File: src/rtl/add_accumulator.sv
// Streaming accumulator driving a carry-skip adder core.
// Sums a handshaked operand stream and returns the total with sticky flags.
module CSA #(
    parameter int N = 32
) (
    input  logic [N-1:0] a,
    input  logic [N-1:0] b,
    input  logic         cin,
    output logic [N-1:0] sum,
    output logic         cout,
    output logic         overflow
);
    localparam int NB = N / 4;

    // 4-bit ripple blocks; a fully propagating block passes its carry-in straight through
    always_comb begin
        logic c;
        logic rc;
        logic p;
        logic pall;
        int   k;
        sum = '0;
        c   = cin;
        for (int g = 0; g < NB; g++) begin
            rc   = c;
            pall = 1'b1;
            for (int i = 0; i < 4; i++) begin
                k      = 4 * g + i;
                p      = a[k] ^ b[k];
                sum[k] = p ^ rc;
                rc     = (a[k] & b[k]) | (p & rc);
                pall   = pall & p;
            end
            c = pall ? c : rc;
        end
        cout = c;
    end

    assign overflow = (a[N-1] == b[N-1]) && (sum[N-1] != a[N-1]);
endmodule

module add_accumulator #(
    parameter int N     = 32,
    parameter int CNT_W = 8
) (
    input  logic             clk,
    input  logic             rst,
    input  logic             start,
    input  logic [N-1:0]     init,
    input  logic             clear,
    input  logic             in_valid,
    output logic             in_ready,
    input  logic [N-1:0]     in_data,
    input  logic             in_sub,
    input  logic             in_last,
    output logic             out_valid,
    input  logic             out_ready,
    output logic [N-1:0]     acc_out,
    output logic             carry_flag,
    output logic             ovf_flag,
    output logic [CNT_W-1:0] count
);
    typedef enum logic [1:0] {
        IDLE  = 2'd0,
        ACCUM = 2'd1,
        DONE  = 2'd2
    } state_t;

    state_t state, state_d;

    logic [N-1:0] b_op;
    logic [N-1:0] sum;
    logic         cout;
    logic         overflow;
    logic         hs;

    assign b_op = in_sub ? ~in_data : in_data;

    CSA #(.N(N)) u_csa (
        .a        (acc_out),
        .b        (b_op),
        .cin      (in_sub),
        .sum      (sum),
        .cout     (cout),
        .overflow (overflow)
    );

    assign in_ready  = (state == ACCUM);
    assign out_valid = (state == DONE);
    assign hs        = in_valid & in_ready;

    always_ff @(posedge clk or posedge rst) begin
        if (rst) state <= IDLE;
        else     state <= state_d;
    end

    always_comb begin
        state_d = state;
        if (clear) begin
            state_d = IDLE;
        end else begin
            unique case (state)
                IDLE:    if (start) state_d = ACCUM;
                ACCUM:   if (hs && in_last) state_d = DONE;
                DONE:    if (out_ready) state_d = IDLE;
                default: state_d = IDLE;
            endcase
        end
    end

    always_ff @(posedge clk or posedge rst) begin
        if (rst) begin
            acc_out    <= '0;
            carry_flag <= 1'b0;
            ovf_flag   <= 1'b0;
            count      <= '0;
        end else if (clear) begin
            acc_out    <= '0;
            carry_flag <= 1'b0;
            ovf_flag   <= 1'b0;
            count      <= '0;
        end else if (state == IDLE && start) begin
            acc_out    <= init;
            carry_flag <= 1'b0;
            ovf_flag   <= 1'b0;
            count      <= '0;
        end else if (hs) begin
            acc_out    <= sum;
            carry_flag <= carry_flag | cout;
            ovf_flag   <= ovf_flag | overflow;
            if (count != {CNT_W{1'b1}}) count <= count + 1'b1;
        end
    end
endmodule

File: config.mk
export PLATFORM = sky130hd
export DESIGN_NAME = add_accumulator
export DESIGN_NICKNAME = d
export VERILOG_FILES = /design/src/rtl/add_accumulator.sv
export SDC_FILE = /design/constraint.sdc
export NUM_CORES = 1
export LEC_CHECK = 0
export ABC_CLOCK_PERIOD_IN_PS = 28200
export BUFFER_PORTS_ARGS = -buffer_cell sky130_fd_sc_hd__buf_2
export CAP_MARGIN = 20
export CORE_AREA = 2 2 91 93
export CTS_CLUSTER_SIZE = 24
export DETAILED_ROUTE_END_ITERATION = 10
export DIE_AREA = 0 0 93 95
export GPL_TIMING_DRIVEN = 0
export PLACE_DENSITY = 0.85
export RECOVER_POWER = 25
export SKIP_CTS_REPAIR_TIMING = 1
export SYNTH_ARGS = -nofsm -noshare
export SYNTH_HDL_FRONTEND = slang
export SYNTH_HIERARCHICAL = 1
export SYNTH_SLANG_ARGS = --single-unit
File: constraint.sdc
create_clock -name clk -period 28.2 [get_ports clk]
set_input_delay 2.82 -clock clk [delete_from_list [all_inputs] [get_ports clk]]
set_output_delay 2.82 -clock clk [all_outputs]
set_load 0.01 [all_outputs]
==> results.rst <==
.. list-table::
   :header-rows: 1

   * - Metric
     - Value
   * - Clock tree from TritonCTS
     - done
   * - Clock Path Buffers
     - 2
   * - Max cap viols
     - 0
   * - Endpoint required time on the critical path
     - between 20 and 30 ns
   * - Number of primary I/O pins
     - about 120
   * - Dpl hpwl
     - 7.377 mm
   * - Final clock skew
     - 0.008160 ns
   * - Average cell area after synthesis
     - 10.71 um2
   * - Setup repair after global routing missed its margin
     - false
   * - Fin area
     - 4631 um2
   * - Setup crit end kind
     - flop
   * - Clock-pin slew on the worst setup and hold paths
     - around 0.09 ns
   * - Number of buffers added by the clock tree synthesis step
     - 5
   * - Main combinational cell family by area after synthesis
     - adder cells
   * - Total of buffers placed on input and output ports
     - 115
   * - Worst Path Max Fanout
     - 10
   * - Worst hold slack across all endpoints
     - 0.5051 ns
   * - Async S/R FF share, synth
     - 1.000
   * - Clock insertion delay at the later pin of the skew report
     - 0.30 ns
   * - Cell taking the most area after synthesis
     - sky130_fd_sc_hd__dfrtp_1
   * - Setup violation total in the final timing report
     - 0
   * - Simple-Gate Fraction of Synth Area
     - 0.1073
   * - Initial antenna violation count
     - 0
   * - Vias after detailed routing
     - approximately 3.1k
   * - Synth Net Count
     - 493
   * - Clock sink count
     - 44
   * - Area overhead of the layout relative to synthesis
     - 21.46%
   * - Path type of the worst setup path
     - in2reg
   * - Multiplexer fraction of the synthesized cell area
     - 0.09879
   * - Total count of max-transition violations in the final report
     - 0
   * - Detailed-route DRC error count
     - 0
   * - Count of distinct cell types in the synthesized netlist
     - 43
   * - Share of synthesized cell area in full adder, half adder and majority cells
     - 0.2763
   * - Net count of the finished layout
     - 616
   * - Slew at the pin with the worst max-slew slack
     - 1.472 ns
   * - Critical Path Max Stage Delay
     - 0.45 ns
   * - Synthesis-stage register bit count
     - 44
   * - CTS H-Tree Depth
     - 2
   * - Most frequent standard cell in the layout excluding fill and tap cells
     - sky130_fd_sc_hd__buf_2
   * - Die Span Y
     - 95 um
   * - Via-to-Cell Ratio
     - roughly 5.3
   * - Average wire per standard cell
     - 16.09 um
   * - GPL Wtd Cong
     - 0.8055
   * - Netlist area before placement
     - 3812 um2
   * - Post-detailed-route count of antenna-violating nets
     - 0
   * - Cell types occupying the most area after synthesis
     - sky130_fd_sc_hd__dfrtp_1, sky130_fd_sc_hd__fa_1, sky130_fd_sc_hd__ha_1, sky130_fd_sc_hd__mux2i_1, sky130_fd_sc_hd__xor2_1
   * - First-pass GRT wire length
     - 15.73 mm
   * - Number of enable flip-flop cells after synthesis
     - 0
   * - Data arrival time at the worst-slack endpoint
     - 18.82 ns
   * - Sequential-to-total area share from yosys stat
     - 0.2888
   * - Post-Synthesis Cells
     - 356
   * - Initial core utilization
     - 0.4809
   * - Synthesized-area fraction occupied by ao, oa, aoi and oai cells
     - 0.1109
   * - Highest Clock Rate
     - 53.80 MHz
   * - Initial drt markers
     - 102
   * - Predominant post-synthesis flop cell
     - sky130_fd_sc_hd__dfrtp_1
   * - Std-Cell Core Area
     - about 7900 um2
   * - Total chip power
     - 0.0002311 W
   * - Area post-placement
     - 4539 um2
   * - Parity-gate share of the synthesized area counting xor and xnor cells
     - 0.07581
   * - VDD IR max
     - 0.00002515 V
   * - Final hold violation count
     - 0
   * - Run status
     - finished, final reports clean
   * - Highest-delay cell along the critical path
     - sky130_fd_sc_hd__fa_1
   * - Ratio of cells with drive above 1 in the final layout
     - 0.2917
   * - Clock Tree Root
     - sky130_fd_sc_hd__clkbuf_8
   * - Leak pwr
     - 2.376 nW
   * - Power per Cell Area
     - 49.90 nW/um2
   * - Relative slew slack
     - 0.01840
   * - Min-Delay Path Class
     - reg2reg
   * - Row Count
     - 33
   * - Most frequent CP cell
     - sky130_fd_sc_hd__fa_1
   * - Fraction of synthesized cell area taken by the top area cell type
     - 0.2888
   * - Nature of the critical path startpoint
     - primary input
   * - Final worst path period share
     - 0.6591
   * - Aggregate routed wire length
     - approximately 9.4 mm
   * - Global Route Usage Sum
     - 0.2249
   * - Largest net degree at the start of global routing
     - 27
   * - Area enclosed by the die boundary
     - between 8000 and 9000 um2
   * - Total congestion overflow
     - 0
   * - Crit path time final
     - 18.59 ns
   * - Vias in the first global route
     - 3353
   * - Synth warn
     - 6
   * - Fin Setup TNS
     - 0 ns
   * - First-pass iteration count of the detailed router
     - 4
   * - Commonest non-fill, non-tap cells in the layout
     - sky130_fd_sc_hd__buf_2, sky130_fd_sc_hd__nor2_1, sky130_fd_sc_hd__dfrtp_1
   * - Antenna Cells
     - 0
   * - DIE WIDTH
     - 93 um
[cells in the mapped netlist, drive strengths merged (4+ instances only)]
cell / n
nor2: 45
dfrtp: 44
mux2i: 35
a211oi: 34
ha: 33
xor2: 33
fa: 32
buf: 13
inv: 13
a21oi: 8
clkbuf: 8
nand4: 8
nand2: 7
and4: 4
[worst max-delay path, delay by kind of cell]
kind	cells	cell delay [ns]
AOI/OAI and AO/OA	5	0.67
buffers and inverters	5	0.93
and+or+nand+nor	8	1.07
muxes	2	0.57
adders and majority gates	31	12.41
xor gates and xnor gates	2	0.34
[cell type report]
class	count	area (um2)
Buffer	21	111.4
Clock buffer	6	72.57
Clock inverter	2	35.03
Fill cell	727	3297
Inverter	13	48.80
Multi-Input combinational cell	278	2551
Sequential cell	44	1101
Tap cell	105	131.4
Timing Repair Buffer	116	579.3
[final timing paths]
kind / start / slack [ns] / to / cells past startpoint
max: in_sub / 9.61 / ovf_flag / 53
min: ovf_flag / 0.51 / ovf_flag / 2
max reg2reg: acc_out[0] / 12.36 / ovf_flag / 52
min reg2reg: ovf_flag / 0.51 / ovf_flag / 2
max in group asynchronous: rst / 23.76 / count[0] / 3
min in group asynchronous: rst / 2.65 / acc_out[10] / 2
[stage by stage]
stage / worst slack (ns) / util / instances
finish: 9.613 / 0.5841 / 585
global route: 9.005 / 0.5841 / 585
CTS: 9.605 / 0.5862 / 585
detailed placement: 9.319 / 0.5726 / 577
global placement: 9.598 / 0.5701 / 576
floorplan: 10.84 / - / 356
[state kept, by name, indices dropped and copies added, names as in the netlist]
| register | cells |
|---|---|
| acc_out | 32 |
| count | 8 |
| state | 2 |
| carry_flag | 1 |
| ovf_flag | 1 |
[per-layer routing]
metal  vias up  routed length (um)  GRT usage  part of all wire
li1       1477                   -          -                 -
met1      1553                4028     0.2822              0.43
met2        85                4869     0.4082              0.52
met3        10                 419    0.03512             0.045
met4         0                  98    0.05392             0.010
met5         -                   0          0                 0
[cells by family after synthesis]
kind of cell | after synthesis
simple gates | 85
flops | 44
mux | 37
xor+xnor | 33
compound gates | 58
buf+inv | 34
fa+ha+maj | 65
[power by group]
| group | switching [W] | internal, W |
|---|---|---|
| sequential | 0.0000108 | 0.0000704 |
| clock | 0.0000228 | 0.0000263 |
| combinational | 0.0000553 | 0.0000454 |
| total | 0.0000889 | 0.000142 |
(Power assumes the default switching activity.)
